## src/rtl/coproc_sequencer_if.sv

```systemverilog
// Byte-stream and coprocessor signals of the command sequencer, grouped so the
// sequencer (slave) and its environment (master) share one bundle.
interface coproc_sequencer_if #(
    parameter int WIDTH_DIN  = 128,
    parameter int WIDTH_DOUT = 128
);
    logic [7:0]            rx_data;
    logic                  rx_valid;
    logic [7:0]            tx_data;
    logic                  tx_valid;
    logic                  tx_ready;
    logic [WIDTH_DIN-1:0]  cp_din;
    logic                  cp_din_valid;
    logic                  cp_rst;
    logic [2:0]            cp_sel;
    logic [WIDTH_DOUT-1:0] cp_dout;
    logic                  busy;
    logic [7:0]            err_count;

    modport master (
        output rx_data, rx_valid, tx_ready, cp_dout,
        input  tx_data, tx_valid, cp_din, cp_din_valid, cp_rst, cp_sel, busy, err_count
    );

    modport slave (
        input  rx_data, rx_valid, tx_ready, cp_dout,
        output tx_data, tx_valid, cp_din, cp_din_valid, cp_rst, cp_sel, busy, err_count
    );
endinterface

```

## src/rtl/coproc_sequencer.sv

```systemverilog
// Framed byte-command sequencer: assembles operands from RX, strobes them into the
// coprocessor, settles readback views and streams results out over TX.
module coproc_sequencer #(
    parameter int WIDTH_DIN      = 128,
    parameter int WIDTH_DOUT     = 128,
    parameter int GAP_CYCLES     = 256,
    parameter int SETTLE_CYCLES  = 128,
    parameter int RST_CYCLES     = 256,
    parameter int TIMEOUT_CYCLES = 1000000
) (
    input logic               clk,
    input logic               rst,
    coproc_sequencer_if.slave bus
);
    localparam int N_DIN   = WIDTH_DIN / 8;
    localparam int N_DOUT  = WIDTH_DOUT / 8;
    localparam int M1      = (GAP_CYCLES > SETTLE_CYCLES) ? GAP_CYCLES : SETTLE_CYCLES;
    localparam int M2      = (M1 > RST_CYCLES) ? M1 : RST_CYCLES;
    localparam int CNT_MAX = (M2 > TIMEOUT_CYCLES) ? M2 : TIMEOUT_CYCLES;
    localparam int CNT_W   = $clog2(CNT_MAX + 1);
    localparam int N_MAX   = (N_DIN > N_DOUT) ? N_DIN : N_DOUT;
    localparam int IDX_W   = $clog2(N_MAX + 1);

    localparam logic [7:0] OP_WRITE = 8'h01;
    localparam logic [7:0] OP_READ  = 8'h02;
    localparam logic [7:0] OP_RESET = 8'h03;

    typedef enum logic [2:0] {
        IDLE, RX_PAYLOAD, ISSUE, GAP, SETTLE, TX, CP_RESET
    } state_t;

    state_t                state_reg, state_next;
    logic [CNT_W-1:0]      cnt_reg, cnt_next;
    logic [IDX_W-1:0]      idx_reg, idx_next;
    logic                  op_read_reg, op_read_next;
    logic [WIDTH_DIN-1:0]  asm_reg, asm_next;
    logic [WIDTH_DIN-1:0]  din_reg, din_next;
    logic [WIDTH_DOUT-1:0] shift_reg, shift_next;
    logic [2:0]            sel_reg, sel_next;
    logic [7:0]            err_reg, err_next;
    logic                  proto_err;
    logic                  busy;

    always_ff @(posedge clk) begin
        if (rst) begin
            state_reg   <= IDLE;
            cnt_reg     <= '0;
            idx_reg     <= '0;
            op_read_reg <= 1'b0;
            asm_reg     <= '0;
            din_reg     <= '0;
            shift_reg   <= '0;
            sel_reg     <= 3'b100;
            err_reg     <= '0;
        end else begin
            state_reg   <= state_next;
            cnt_reg     <= cnt_next;
            idx_reg     <= idx_next;
            op_read_reg <= op_read_next;
            asm_reg     <= asm_next;
            din_reg     <= din_next;
            shift_reg   <= shift_next;
            sel_reg     <= sel_next;
            err_reg     <= err_next;
        end
    end

    // cnt_reg is shared: idle-byte timeout in RX_PAYLOAD, dwell length in GAP/SETTLE/CP_RESET.
    always_comb begin
        state_next   = state_reg;
        cnt_next     = cnt_reg;
        idx_next     = idx_reg;
        op_read_next = op_read_reg;
        asm_next     = asm_reg;
        din_next     = din_reg;
        shift_next   = shift_reg;
        sel_next     = sel_reg;
        proto_err    = 1'b0;
        case (state_reg)
            IDLE: begin
                if (bus.rx_valid) begin
                    cnt_next = '0;
                    idx_next = '0;
                    case (bus.rx_data)
                        OP_WRITE: begin state_next = RX_PAYLOAD; op_read_next = 1'b0; end
                        OP_READ:  begin state_next = RX_PAYLOAD; op_read_next = 1'b1; end
                        OP_RESET: state_next = CP_RESET;
                        default:  proto_err = 1'b1;
                    endcase
                end
            end
            RX_PAYLOAD: begin
                if (bus.rx_valid) begin
                    cnt_next = '0;
                    if (op_read_reg) begin
                        sel_next   = bus.rx_data[2:0];
                        state_next = SETTLE;
                    end else begin
                        asm_next = {bus.rx_data, asm_reg[WIDTH_DIN-1:8]};
                        idx_next = idx_reg + IDX_W'(1);
                        // Load the operand now so it is already stable during the strobe cycle.
                        if (idx_reg == IDX_W'(N_DIN - 1)) begin
                            din_next   = {bus.rx_data, asm_reg[WIDTH_DIN-1:8]};
                            state_next = ISSUE;
                        end
                    end
                end else if (cnt_reg == CNT_W'(TIMEOUT_CYCLES - 1)) begin
                    proto_err  = 1'b1;
                    state_next = IDLE;
                end else begin
                    cnt_next = cnt_reg + CNT_W'(1);
                end
            end
            ISSUE: begin
                cnt_next   = '0;
                state_next = GAP;
            end
            GAP: begin
                if (cnt_reg == CNT_W'(GAP_CYCLES - 1)) state_next = IDLE;
                else                                    cnt_next   = cnt_reg + CNT_W'(1);
            end
            SETTLE: begin
                if (cnt_reg == CNT_W'(SETTLE_CYCLES - 1)) begin
                    shift_next = bus.cp_dout;
                    idx_next   = '0;
                    state_next = TX;
                end else begin
                    cnt_next = cnt_reg + CNT_W'(1);
                end
            end
            TX: begin
                if (bus.tx_ready) begin
                    shift_next = {8'h00, shift_reg[WIDTH_DOUT-1:8]};
                    idx_next   = idx_reg + IDX_W'(1);
                    if (idx_reg == IDX_W'(N_DOUT - 1)) state_next = IDLE;
                end
            end
            CP_RESET: begin
                if (cnt_reg == CNT_W'(RST_CYCLES - 1)) state_next = IDLE;
                else                                    cnt_next   = cnt_reg + CNT_W'(1);
            end
            default: state_next = IDLE;
        endcase
    end

    assign busy = (state_reg != IDLE) && (state_reg != RX_PAYLOAD);

    // Overrun and protocol error are OR-ed so a coincidence counts once.
    always_comb begin
        err_next = err_reg;
        if (((bus.rx_valid && busy) || proto_err) && (err_reg != 8'hFF))
            err_next = err_reg + 8'd1;
    end

    assign bus.busy         = busy;
    assign bus.tx_valid     = (state_reg == TX);
    assign bus.tx_data      = shift_reg[7:0];
    assign bus.cp_din       = din_reg;
    assign bus.cp_din_valid = (state_reg == ISSUE);
    assign bus.cp_rst       = (state_reg == CP_RESET);
    assign bus.cp_sel       = sel_reg;
    assign bus.err_count    = err_reg;
endmodule

```

## src/flat_wrapper.sv

```systemverilog
// flat-port wrapper written by rule: the top's interface ports become plain ports
module coproc_sequencer_flat 
#(
    parameter int WIDTH_DIN      = 128,
    parameter int WIDTH_DOUT     = 128,
    parameter int GAP_CYCLES     = 256,
    parameter int SETTLE_CYCLES  = 128,
    parameter int RST_CYCLES     = 256,
    parameter int TIMEOUT_CYCLES = 1000000
)
  (clk, rst, bus_rx_data, bus_rx_valid, bus_tx_ready, bus_cp_dout, bus_tx_data, bus_tx_valid, bus_cp_din, bus_cp_din_valid, bus_cp_rst, bus_cp_sel, bus_busy, bus_err_count);
  coproc_sequencer_if #(.WIDTH_DIN(WIDTH_DIN), .WIDTH_DOUT(WIDTH_DOUT)) bus_i ();
  input logic clk;
  input logic rst;
  input wire logic [$bits(bus_i.rx_data)-1:0] bus_rx_data;
  input wire logic [$bits(bus_i.rx_valid)-1:0] bus_rx_valid;
  input wire logic [$bits(bus_i.tx_ready)-1:0] bus_tx_ready;
  input wire logic [$bits(bus_i.cp_dout)-1:0] bus_cp_dout;
  output wire logic [$bits(bus_i.tx_data)-1:0] bus_tx_data;
  output wire logic [$bits(bus_i.tx_valid)-1:0] bus_tx_valid;
  output wire logic [$bits(bus_i.cp_din)-1:0] bus_cp_din;
  output wire logic [$bits(bus_i.cp_din_valid)-1:0] bus_cp_din_valid;
  output wire logic [$bits(bus_i.cp_rst)-1:0] bus_cp_rst;
  output wire logic [$bits(bus_i.cp_sel)-1:0] bus_cp_sel;
  output wire logic [$bits(bus_i.busy)-1:0] bus_busy;
  output wire logic [$bits(bus_i.err_count)-1:0] bus_err_count;
  assign bus_i.rx_data = bus_rx_data;
  assign bus_i.rx_valid = bus_rx_valid;
  assign bus_i.tx_ready = bus_tx_ready;
  assign bus_i.cp_dout = bus_cp_dout;
  assign bus_tx_data = bus_i.tx_data;
  assign bus_tx_valid = bus_i.tx_valid;
  assign bus_cp_din = bus_i.cp_din;
  assign bus_cp_din_valid = bus_i.cp_din_valid;
  assign bus_cp_rst = bus_i.cp_rst;
  assign bus_cp_sel = bus_i.cp_sel;
  assign bus_busy = bus_i.busy;
  assign bus_err_count = bus_i.err_count;
  coproc_sequencer #(.WIDTH_DIN(WIDTH_DIN), .WIDTH_DOUT(WIDTH_DOUT), .GAP_CYCLES(GAP_CYCLES), .SETTLE_CYCLES(SETTLE_CYCLES), .RST_CYCLES(RST_CYCLES), .TIMEOUT_CYCLES(TIMEOUT_CYCLES)) u_core (.clk(clk), .rst(rst), .bus(bus_i));
endmodule
```

## config.mk

```make
export PLATFORM = sky130hd
export DESIGN_NAME = coproc_sequencer_flat
export DESIGN_NICKNAME = d
export VERILOG_FILES = /design/src/rtl/coproc_sequencer_if.sv /design/src/rtl/coproc_sequencer.sv /design/src/flat_wrapper.sv
export SDC_FILE = /design/constraint.sdc
export NUM_CORES = 1
export LEC_CHECK = 0
export CORE_MARGIN = 5
export CORE_UTILIZATION = 35
export CTS_BUF_LIST = sky130_fd_sc_hd__clkbuf_4
export CTS_CLUSTER_DIAMETER = 30
export DETAILED_ROUTE_END_ITERATION = 10
export PLACE_DENSITY = 0.58
export SLEW_MARGIN = 20
export SYNTH_ARGS = -nofsm -noshare
export SYNTH_HDL_FRONTEND = slang
export SYNTH_SLANG_ARGS = --single-unit
```

## constraint.sdc

```tcl
create_clock -name clk -period 2.9 [get_ports clk]
set_input_delay 0.435 -clock clk [delete_from_list [all_inputs] [get_ports clk]]
set_output_delay 0.435 -clock clk [all_outputs]
set_load 0.01 [all_outputs]
```

Word level (Yosys, flattened, before mapping)
Index checks and enable logic that the tools add are counted.

Bits in registers: 424. Latch bits: 0. RAM bits: 0. Memory bits (read-only): 0. Input port bits: 140. Output and inout port bits: 151. Logic and storage cells: 94. Memories kept: 0.

Add/subtract/negate cells: 3. Multiply operators: 0. Div/mod/pow operators: 0. $lt $le $gt $ge: 0. Equal/unequal tests: 28. Shifts and indexed selects: 0. Multiplexer cells: 32. Bitwise gates (word level): 1. Reduce and logical (&&, ||, !) cells: 21.

Operator list (count): $mux 128 (2); $pmux 128 s2 (1); $mux 20 (5); $pmux 20 s5 (1); $mux 3 (9); $mux 5 (5); $add 20x1->20 const B (1); $eq 20x20->1 const B (1); $eq 20x7->1 const B (1); $eq 20x8->1 const B (1); $pmux 5 s4 (1); $pmux 3 s6 (1); $eq 8x2->1 const B (2); $ne 2x2->1 const B (6); $reduce_and 3->1 (4); $eq 3x3->1 const B (3); $add 8x1->8 const B (1); $eq 8x1->1 const B (1); $ne 8x8->1 const B (1); $reduce_and 8->1 (1); $eq 3x2->1 const B (2); $ne 2x1->1 const B (3); $ne 3x3->1 const B (2); $pmux 3 s2 (1); 21 further kinds (29).

Longest topological paths before layout
Depth in word-level cells: 7. Gate-level depth with buffers: 10. Mapped depth without buffers: 9.

Worst setup path before layout
Ideal clock, no wire load.

Kind: reg2reg. From: register u_core.cnt_reg[0]. To: register u_core.shift_reg[49]. Setup time: 0.147 ns. Data arrival time: 2.040 ns. Data required time: 2.753 ns. Path slack: 0.713 ns. Cell stages (with the launch flop): 10. Path buffers: 3. Period minus slack after synthesis: 2.187 ns. Path through: dfxtp_1 -> ha_1 -> nand4_2 -> nand4bb_4 -> nor3_4 -> a21o_1 -> buf_4 -> buf_2 -> buf_4 -> a311oi_2.

Longest elaborated chain between the ends: 3.

RTL lines: from (decl) (line coproc_sequencer.sv:33) `logic [CNT_W-1:0] cnt_reg, cnt_next;`; from (signal assigned) (line coproc_sequencer.sv:57) `cnt_reg <= cnt_next;`; $eq 20x7->1 (line coproc_sequencer.sv:123) `if (cnt_reg == CNT_W'(SETTLE_CYCLES - 1)) begin`; $ne 2x1->1 (no line); $reduce_and 3->1 (no line); to (signal assigned) (line coproc_sequencer.sv:62) `shift_reg <= shift_next;`; to (decl) (line coproc_sequencer.sv:38) `logic [WIDTH_DOUT-1:0] shift_reg, shift_next;`.

No other way between the ends. A chain may end at the register's enable or synchronous reset.

Final worst setup path
From: register u_core.state_reg[2]. To: output bus_tx_valid.

Longest elaborated chain between the ends: 1.

RTL lines: from (decl) (line coproc_sequencer.sv:32) `state_t state_reg, state_next;`; from (signal assigned) (line coproc_sequencer.sv:56) `state_reg <= state_next;`; $eq 3x3->1 (line coproc_sequencer.sv:156) `assign bus.tx_valid = (state_reg == TX);`; to (decl) (line flat_wrapper.sv:20) `output wire logic [$bits(bus_i.tx_valid)-1:0] bus_tx_valid;`.

No other way between the ends.

==> results.yml <==
status:
  status: "finished, final reports clean"
grt:
  grt_pass1_vias: 14920
  grt_max_degree: 121
  grt.overflow.total: 0
  antenna_found_initial: 4
  grt_pass1_wl_mm: 81.23
  grtUsageTotal: 0.1876
detailed_routing:
  drt_iter0_drc: 1051
  wl_per_cell_um: 16.76
  drc: 0
  drt-total-wl_mm: 51.33
  drtAntennaViolNets: 0
  vias_per_cell: 5.067
  drt-pass1-iter-count: 5
  via_count: 15520
clock_network:
  numCtsBuffers: 116
  clock_latency_ns: 0.86
  clock_sinks: 416
  htreeDepth: 3
  clk_pin_slew_worst_paths_ns: 0.07
  cts_buffer_depth: 3
  post_cts_buffers: 0
  cts-root-buf: "clkbuf_4"
  cts_tree: "built"
critical_path:
  crit_fanout: 10
  startpoint_type: "flip-flop"
  slowest_stage: "clkdlybuf4s50_1"
  reg2reg_from: "u_core.cnt_reg[1]$_SDFFE_PP0P_"
  r2r_end: "u_core.cnt_reg[17]$_SDFFE_PP0P_"
  crit_chain: "buf_4 -> nand2_4 -> clkinv_2 -> clkdlybuf4s50_1"
  critPathCaptureType: "primary output"
  path_class: "reg -> out"
  worst-r2r-setup-slack_ns: 0.30
  cpPeakStageDelay_ns: 0.60
  required_ns: 2.47
  cp_data_arrival_time_ns: 2.29
  reg2regPathDepth: 7
die:
  die_h_um: 229.2
  fp.dieW_um: 229.2
  io_pins: 291
  num_rows: 80
  die_area_um2: 52540
  start_util: 0.3530
  core_um2: 47650
yosys:
  ys_warn_count: 0
  syn_nets: 2239
  synth_area_leaders: "dfxtp_1 (50%), nand2_1 (17%), a21oi_1 (8.2%), a311oi_2 (7.1%), nor2_1 (3.9%)"
  netlist.area_leader.share: 0.4952
  syn_inst: 2095
  synth_cell_types: 56
  synth_top_area_cell: "dfxtp_1"
  synth_area_per_cell_um2: 8.028
  syn_area_um2: 16820
  ys_seq_area_frac: 0.4952
  ys_ff_latch: 416
sta:
  fin_worst_skew_ns: 0.07918
  setup_ws_ns: 0.1776
  tns_ns: 0
  max_slew_margin: 0.5522
  grt_setup_unrepaired: "false"
  setup_violations: 0
  post-route-period-util: 0.9387
  drv_slew: 0
  finalCriticalPeriod_ns: 2.722
  max_freq_mhz: 367.3
  hold_viol_final: 0
  tightest_slew_ns: 0.6717
placed_design:
  dpl.hpwl_mm: 33.70
  portBuffers: 290
  place_ws_ns: 0.03975
  gp_congestion: 0.8295
hold_path:
  worst_hold_path.endpoint: "u_core.shift_reg[22]$_SDFFE_PP0P_"
  min_path_cells: 3
  hold_start: "bus_cp_dout[22]"
  hp-class: "in -> reg"
power_and_ir_drop:
  peakVddDrop_mv: 0.2363
  p_per_area_nw_per_um2: 539.6
  cellLeakagePower_nw: 7.233
cells_and_area:
  regArea_um2: 8330
  nets: 2504
  fillerInstances: 4723
  multi_input_area_um2: 7659
  drive_above_1_share: 0.1333
  area_growth_pct: 28.33
run:
  cap_violations: 0
## where the power goes
group          switching [mW]  leakage, nW  internal, mW
sequential             0.0192         3.35          5.73
clock                    2.48        0.883          2.76
combinational           0.387         3.00         0.272
total                    2.88         7.23          8.77
## cells in the mapped netlist (all sizes together)
cell type,count
nand2,762
dfxtp,416
a21oi,277
nor2,175
clkbuf,125
a311oi,124
buf,53
nor3,18
o21ai,17
nand3,15
a22oi,9
and3,8
a211oi,7
a31oi,7
nand2b,7
nand4,7
nor2b,7
or2,6
and2,4
ha,4
inv,4
mux2i,4
xnor2,4
nor3b,3
nor4,3
or3,3
a31o,2
a41oi,2
mux2,2
nand3b,2
nand4b,2
nand4bb,2
o2bb2ai,2
o31ai,2
a211o,1
a21boi,1
a21o,1
a2bb2oi,1
and3b,1
and4,1
clkinv,1
o31a,1
o32a,1
o41a,1
## how the worst max path moves through the flow
stage / cells past startpoint / endpoint / slack, ns / start
final: 4 / bus_tx_valid / 0.18 / u_core.state_reg[2]$_SDFFE_PP0P_
after global placement: 9 / u_core.bus.err_count[7]$_SDFFE_PP0P_ / 0.03 / bus_rx_data[2]
after detailed placement: 9 / u_core.bus.err_count[5]$_SDFFE_PP0P_ / 0.04 / bus_rx_data[2]
after CTS: 2 / bus_busy / 0.02 / u_core.state_reg[1]$_SDFFE_PP0P_
after global routing: 4 / bus_tx_valid / 0.008 / u_core.state_reg[2]$_SDFFE_PP0P_
after floorplan: 9 / u_core.shift_reg[49]$_SDFFE_PP0P_ / 0.71 / u_core.cnt_reg[0]$_SDFFE_PP0P_
## placed cells by master, fill, tap and decap left out, drive strengths merged, types with 6 or more instances in the layout
| cell | netlist | routed |
|---|---|---|
| nand2b | 7 | 7 |
| a31oi | 7 | 7 |
| a311oi | 124 | 124 |
| a22oi | 9 | 9 |
| nand4 | 7 | 7 |
| nand2 | 762 | 762 |
| nor2b | 7 | 7 |
| nand3 | 15 | 15 |
| a21oi | 277 | 277 |
| o21ai | 17 | 17 |
| a211oi | 7 | 7 |
| buf | 53 | 35 |
| dfxtp | 416 | 416 |
| nor2 | 175 | 175 |
| clkinv | 1 | 30 |
| or2 | 6 | 6 |
| clkdlybuf4s50 | 0 | 287 |
| nor3 | 18 | 18 |
| clkbuf | 125 | 170 |
| and3 | 8 | 8 |
| inv | 4 | 7 |
## per-stage QoR
stage                     power, mW  hold slack [ns]    util  instance area (um2)  instances
after floorplan               6.185           0.4321       -                16820       2095
after global placement        6.524           0.4425  0.4220                20100       2856
after detailed placement      6.528           0.4469  0.4220                20100       2856
after CTS                     11.83          0.07331  0.4527                21570       3060
after global routing          12.19          0.09337  0.4530                21580       3062
final                         11.65           0.1748  0.4530                21580       3062
## layer usage
layer,global-route usage,share of wire
met1,0.2538,0.46
met2,0.2908,0.45
met3,0.05660,0.065
met4,0.05544,0.020
met5,0,0.00060
## critical path, delay by kind of cell, from the launching register on
family	cells	cell delay, ns
buffers and inverters	3	0.91
and+or+nand+nor	1	0.09
DFF	1	0.45
## cell families (layout without fill, tap and decap cells)
family / after synthesis / count (layout) / synth area share
adders and majority gates: 4 / 4 / 0.002976
muxes: 6 / 6 / 0.003720
DFF: 416 / 416 / 0.4952
other: 0 / 2 / 0
AOI/OAI and AO/OA: 456 / 456 / 0.1997
buffers and inverters: 183 / 533 / 0.05215
xor gates and xnor gates: 4 / 4 / 0.002083
and+or+nand+nor: 1026 / 1026 / 0.2442
## final cells by class
| cell class | count | share of cell area |
|---|---|---|
| well taps | 615 | 0.03565 |
| clock inverters | 33 | 0.008058 |
| diodes | 2 | 0.0002319 |
| multi-input cells | 1496 | 0.3548 |
| repair buffers | 325 | 0.1552 |
| inverters | 5 | 0.0009275 |
| clock buffers | 170 | 0.05913 |
| flip-flops and latches | 416 | 0.3860 |
## repair_timing
item                                    4_1_cts  5_1_grt
hold endpoints to repair                     30        0
endpoints found under the setup margin        4        2
resized for setup                             5        2
hold buffers                                  1        0
No activity file was read; power rests on OpenSTA's default activity.
